<file path="src/rtl/mips_ctrl_pkg.sv">
// Shared definitions for the multicycle MIPS main controller: opcodes,
// ALU class codes, FSM states, datapath mux selects and the per-state
// control word.
package mips_ctrl_pkg;

    localparam logic [5:0] OP_RTYPE = 6'b000000;
    localparam logic [5:0] OP_LW    = 6'b100011;
    localparam logic [5:0] OP_SW    = 6'b101011;
    localparam logic [5:0] OP_BEQ   = 6'b000100;
    localparam logic [5:0] OP_ADDI  = 6'b001000;
    localparam logic [5:0] OP_J     = 6'b000010;

    // Class code handed to the ALU-function decoder; 2'b11 is reserved.
    typedef enum logic [1:0] {
        ALU_ADD  = 2'b00,
        ALU_SUB  = 2'b01,
        ALU_FUNC = 2'b10
    } alu_ctrl_t;

    typedef enum logic [3:0] {
        S_IDLE, S_FETCH, S_DECODE, S_MEMADR, S_MEMRD, S_MEMWB, S_MEMWR,
        S_RTYPEEX, S_RTYPEWB, S_BEQEX, S_ADDIEX, S_ADDIWB, S_JEX
    } state_t;

    localparam logic       SRCA_PC      = 1'b0;
    localparam logic       SRCA_REG     = 1'b1;
    localparam logic [1:0] SRCB_REG     = 2'b00;
    localparam logic [1:0] SRCB_FOUR    = 2'b01;
    localparam logic [1:0] SRCB_IMM     = 2'b10;
    localparam logic [1:0] SRCB_IMM_SH  = 2'b11;
    localparam logic [1:0] PCSRC_ALU    = 2'b00;
    localparam logic [1:0] PCSRC_ALUOUT = 2'b01;
    localparam logic [1:0] PCSRC_JUMP   = 2'b10;

    // Moore part of the control word; pc_write and branch are combined
    // with mem_ready / zero outside the register to form pc_en.
    typedef struct packed {
        alu_ctrl_t  alu_ctrl;
        logic       alu_src_a;
        logic [1:0] alu_src_b;
        logic [1:0] pc_src;
        logic       pc_write;
        logic       branch;
        logic       iord;
        logic       mem_read;
        logic       mem_write;
        logic       ir_write;
        logic       reg_dst;
        logic       mem_to_reg;
        logic       reg_write;
    } ctrl_t;

    function automatic logic is_legal(input logic [5:0] op);
        return (op == OP_RTYPE) || (op == OP_LW) || (op == OP_SW) ||
               (op == OP_BEQ) || (op == OP_ADDI) || (op == OP_J);
    endfunction

    // Control word asserted while the FSM sits in state s.
    function automatic ctrl_t decode_state(input state_t s);
        ctrl_t c;
        c = '0;
        case (s)
            S_FETCH: begin
                c.mem_read  = 1'b1;
                c.alu_src_b = SRCB_FOUR;
                c.ir_write  = 1'b1;
                c.pc_write  = 1'b1;
            end
            S_DECODE:  c.alu_src_b = SRCB_IMM_SH;
            S_MEMADR: begin
                c.alu_src_a = SRCA_REG;
                c.alu_src_b = SRCB_IMM;
            end
            S_MEMRD: begin
                c.mem_read = 1'b1;
                c.iord     = 1'b1;
            end
            S_MEMWB: begin
                c.reg_write  = 1'b1;
                c.mem_to_reg = 1'b1;
            end
            S_MEMWR: begin
                c.mem_write = 1'b1;
                c.iord      = 1'b1;
            end
            S_RTYPEEX: begin
                c.alu_src_a = SRCA_REG;
                c.alu_src_b = SRCB_REG;
                c.alu_ctrl  = ALU_FUNC;
            end
            S_RTYPEWB: begin
                c.reg_write = 1'b1;
                c.reg_dst   = 1'b1;
            end
            S_BEQEX: begin
                c.alu_src_a = SRCA_REG;
                c.alu_src_b = SRCB_REG;
                c.alu_ctrl  = ALU_SUB;
                c.branch    = 1'b1;
                c.pc_src    = PCSRC_ALUOUT;
            end
            S_ADDIEX: begin
                c.alu_src_a = SRCA_REG;
                c.alu_src_b = SRCB_IMM;
            end
            S_ADDIWB:  c.reg_write = 1'b1;
            S_JEX: begin
                c.pc_src   = PCSRC_JUMP;
                c.pc_write = 1'b1;
            end
            default:   c = '0;
        endcase
        return c;
    endfunction

endpackage

</file>
<file path="src/rtl/mips_multicycle_ctrl.sv">
// Main control FSM of the multicycle MIPS datapath. Sequences each
// instruction through fetch/decode/execute/memory/writeback, stalls on the
// memory ready handshake and counts retired instructions.
module mips_multicycle_ctrl
    import mips_ctrl_pkg::*;
#(
    parameter int CNT_W         = 32,
    parameter bit USE_MEM_READY = 1'b1
) (
    input  logic             clk,
    input  logic             rst_n,
    input  logic [5:0]       opcode,
    input  logic             zero,
    input  logic             mem_ready,
    output logic [1:0]       alu_ctrl,
    output logic             alu_src_a,
    output logic [1:0]       alu_src_b,
    output logic [1:0]       pc_src,
    output logic             pc_en,
    output logic             iord,
    output logic             mem_read,
    output logic             mem_write,
    output logic             ir_write,
    output logic             reg_dst,
    output logic             mem_to_reg,
    output logic             reg_write,
    output logic             illegal_op,
    output logic [CNT_W-1:0] instr_cnt
);

    state_t state;
    state_t next_state;
    ctrl_t  ctrl_q;
    logic   ready;
    logic   retire;

    assign ready = USE_MEM_READY ? mem_ready : 1'b1;

    // Next-state selection and detection of an instruction completing.
    always_comb begin
        next_state = S_FETCH;
        retire     = 1'b0;
        case (state)
            S_IDLE:    next_state = S_FETCH;
            S_FETCH:   next_state = ready ? S_DECODE : S_FETCH;
            S_DECODE: begin
                case (opcode)
                    OP_LW, OP_SW: next_state = S_MEMADR;
                    OP_RTYPE:     next_state = S_RTYPEEX;
                    OP_BEQ:       next_state = S_BEQEX;
                    OP_ADDI:      next_state = S_ADDIEX;
                    OP_J:         next_state = S_JEX;
                    default:      next_state = S_FETCH;
                endcase
            end
            S_MEMADR:  next_state = (opcode == OP_SW) ? S_MEMWR : S_MEMRD;
            S_MEMRD:   next_state = ready ? S_MEMWB : S_MEMRD;
            S_MEMWR: begin
                next_state = ready ? S_FETCH : S_MEMWR;
                retire     = ready;
            end
            S_RTYPEEX: next_state = S_RTYPEWB;
            S_ADDIEX:  next_state = S_ADDIWB;
            S_MEMWB, S_RTYPEWB, S_BEQEX, S_ADDIWB, S_JEX: begin
                next_state = S_FETCH;
                retire     = 1'b1;
            end
            default:   next_state = S_FETCH;
        endcase
    end

    // State, registered control word for the coming state, and the counter.
    always_ff @(posedge clk or negedge rst_n) begin
        if (!rst_n) begin
            state     <= S_IDLE;
            ctrl_q    <= '0;
            instr_cnt <= '0;
        end else begin
            state  <= next_state;
            ctrl_q <= decode_state(next_state);
            if (retire) begin
                instr_cnt <= instr_cnt + CNT_W'(1);
            end
        end
    end

    assign alu_ctrl   = ctrl_q.alu_ctrl;
    assign alu_src_a  = ctrl_q.alu_src_a;
    assign alu_src_b  = ctrl_q.alu_src_b;
    assign pc_src     = ctrl_q.pc_src;
    assign iord       = ctrl_q.iord;
    assign mem_read   = ctrl_q.mem_read;
    assign mem_write  = ctrl_q.mem_write;
    assign reg_dst    = ctrl_q.reg_dst;
    assign mem_to_reg = ctrl_q.mem_to_reg;
    assign reg_write  = ctrl_q.reg_write;

    // The fetch-side PC and IR loads wait for memory; jumps do not.
    assign ir_write   = ctrl_q.ir_write & ready;
    assign pc_en      = (ctrl_q.pc_write & (ready | (state != S_FETCH))) |
                        (ctrl_q.branch & zero);
    assign illegal_op = (state == S_DECODE) && !is_legal(opcode);

endmodule
</file>
<file path="config.mk">
export PLATFORM = sky130hd
export DESIGN_NAME = mips_multicycle_ctrl
export DESIGN_NICKNAME = d
export VERILOG_FILES = /design/src/rtl/mips_ctrl_pkg.sv /design/src/rtl/mips_multicycle_ctrl.sv
export SDC_FILE = /design/constraint.sdc
export NUM_CORES = 1
export LEC_CHECK = 0
export CORE_MARGIN = 1.5
export CORE_UTILIZATION = 35
export DETAILED_ROUTE_END_ITERATION = 10
export PLACE_DENSITY = 0.59
export SLEW_MARGIN = 20
export SYNTH_ARGS = -nofsm -noshare
export SYNTH_HDL_FRONTEND = slang
export SYNTH_SLANG_ARGS = --single-unit
</file>
<file path="constraint.sdc">
create_clock -name clk -period 2.5 [get_ports clk]
set_clock_uncertainty 0.2 [all_clocks]
set_input_delay 0.25 -clock clk [delete_from_list [all_inputs] [get_ports clk]]
set_output_delay 0.25 -clock clk [all_outputs]
set_load 0.02 [all_outputs]
</file>
==> impl_metrics.toml <==
[grt]
antenna_found_initial = 0
grt_overflow = 0
grt_pass1_wl_um = 8540
grt_start_max_net_pins = 22
grtUsageTotal_pct = 14.7
grt_pass1_vias = 1817

[placed_design]
pre_cts_ws_ns = -0.0413
place_area_um2 = 3110
io_buffers = 57
gp_congestion = 0.751
dpl.hpwl_um = 3770
dp_cells = 366

[setup_path]
slowest_delay_ns = 0.55
crit_path_max_fanout = 2
critPathKind = "in2out"
crit_required_ns = 2.05
slowest_stage = "or4_1"
crit_path_start_kind = "primary input"
crit_chain = "clkdlybuf4s50_1, or4_1, nor2_1, nor4b_1, o21a_1, dlygate4sd2_1"
cp-end-kind = "output pin"
crit_arrival_ns = 1.87

[logic_synthesis]
yosysSeqAreaShare_pct = 52.9
synth-edff-count = 0
synth_cells = 222
post-synth-top-count-cell = "dfrtp_1"
synth_area_per_cell_um2 = 10.7
ys_warn_count = 0
synthArstFlopShare_pct = 100
synth_fp_nets = 233
netlist.top_cell.by_area = "dfrtp_1"
ys.flop_type = "dfrtp_1"
yosysUniqueCellTypes = 47
synth_area_leaders = "dfrtp_1 (53%), xnor2_1 (7.4%), xor2_1 (5.9%)"
netlist.area_leader.share_pct = 52.9
synthTopCellsByCount = "dfrtp_1 (50), nand2_1 (23), nor2_1 (21), xnor2_1 (20), xor2_1 (16)"
ys_ff_latch = 50
netlist_area_um2 = 2370

[route]
vias_per_cell = 4.78
postRouteAntennaNets = 0
routedWlPerCell_um = 13.4
drc_errors = 5
via_count = 1792
drt-initial-drc-count = 52
routed_wl_um = 5030
first_pass_iters = 7

[layout]
nets = 308
drive_gt1_share_pct = 13.8
largest_register_ffs = 32
n_fill_cell = 616
top_register = "instr_cnt"
final-instance-count-excl-fill = 375
final_cell_area_um2 = 3220
antenna_cells = 0
utilization_pct = 49.9
syn2layout_area_growth_pct = 36.2
reg.largest.list = "instr_cnt: 32 flops, state: 4 flops"

[clock_network]
numCtsBuffers = 5
htree_num_levels = 2
cts_max_path_buffers = 2
cts.sinks = 50
clkSlewWorstSetupHoldPaths_ns = 0.09
clk_latency_ns = 0.29
cts-root-buf = "clkbuf_8"
cts_tree = "yes"

[floorplanning]
start_util_pct = 36.7
die_area_um2 = 7270
ios = 58
die_y_um = 85.2
die_x_um = 85.2
core_um2 = 6460
num_rows = 29

[timing]
period_minus_slack_ns = 2.32
fmax_mhz = 430
finalHoldViolCount = 0
timing.final.ws_setup_ns = 0.175
tns_ns = 0
worst_pin_slew_ns = 0.469
fin_crit_sh_pct = 93.0
slew_headroom_pct = 68.5
slew_viol_final = 0
holdWs_ns = 0.185
setup_viol = 0
rsz0062_at_grt = "false"

[run_status]
status = "complete, but fails checks"
violations = "design-rule violations"

[pwr]
ir_worst_vdd_mv = 0.382
p_total_mw = 2.57
leakagePower_nw = 1.48
p_per_area_nw_per_um2 = 798

[job]
cap_violations = 0

[hold_path]
hold_path.class = "in2async"
## cell type report
| class | count | area (um^2) | share of cell area [%] |
|---|---|---|---|
| multi-input combinational | 157 | 1040 | 32.1 |
| clock buffer | 7 | 86.3 | 2.68 |
| tap | 77 | 96.3 | 2.99 |
| inverter | 4 | 15.0 | 0.466 |
| clock inverter | 1 | 5.00 | 0.155 |
| timing repair buffer | 79 | 734 | 22.8 |
| sequential | 50 | 1250 | 38.8 |
## placed cells by master (no fill, tap or decap), drive strengths merged, types with 3 or more instances in the layout
master / Yosys / routed
nor2b: 4 / 4
clkbuf: 2 / 7
buf: 9 / 22
o21ai: 5 / 5
xnor2: 20 / 20
nand4: 8 / 8
nand2b: 4 / 4
dfrtp: 50 / 50
nand3: 7 / 7
nand2: 24 / 24
and3: 9 / 9
nor2: 22 / 22
inv: 4 / 4
nor3: 7 / 7
clkdlybuf4s50: 0 / 54
xor2: 16 / 16
and2: 3 / 3
nor4: 3 / 3
## cell families (layout without fill, tap and decap cells)
family          count (synthesis)  in the layout  synth area share [%]
xor+xnor                       36             36                  13.3
flops                          50             50                  52.9
mux                             1              1                 0.476
buf+inv                        15             91                  3.75
compound gates                 20             20                  6.45
fa+ha+maj                       1              1                 0.528
simple gates                   99             99                  22.6
## power by group
part | internal [mW] | switching (mW)
Clock | 0.224 | 0.257
Combinational | 0.491 | 0.526
Sequential | 0.943 | 0.132
Total | 1.66 | 0.915
## final timing paths
path	from	end	depth (start not counted)	slack [ns]
min in group clk	instr_cnt[31]	instr_cnt[31]	1	0.27
worst max-delay path	opcode[2]	illegal_op	6	0.18
worst min-delay path	rst_n	instr_cnt[10]	2	0.19
max in group asynchronous	rst_n	instr_cnt[29]	3	1.33
worst max register to register	instr_cnt[5]	instr_cnt[31]	7	0.22
worst min register to register	instr_cnt[31]	instr_cnt[31]	1	0.27
## routing by layer
metal	global-route usage, %	share of wire (%)	vias to the layer above
li1	-	-	903
met1	19.6	47	843
met2	24.5	48	42
met3	2.04	3.6	4
met4	5.37	1.0	0
met5	0	0	-
## repair_timing
item / CTS / global route
setup endpoints to repair: 1 / 4
buffers inserted: 0 / 0
hold buffers: 1 / 0
resized for setup: 1 / 3
endpoints found under the hold margin: 12 / 0
## worst max-delay path: cells and delay by family
family | cells | cell delay [ns]
compound gates | 1 | 0.11
simple gates | 3 | 0.79
buf+inv | 2 | 0.72
No activity file was read; power rests on OpenSTA's default activity.
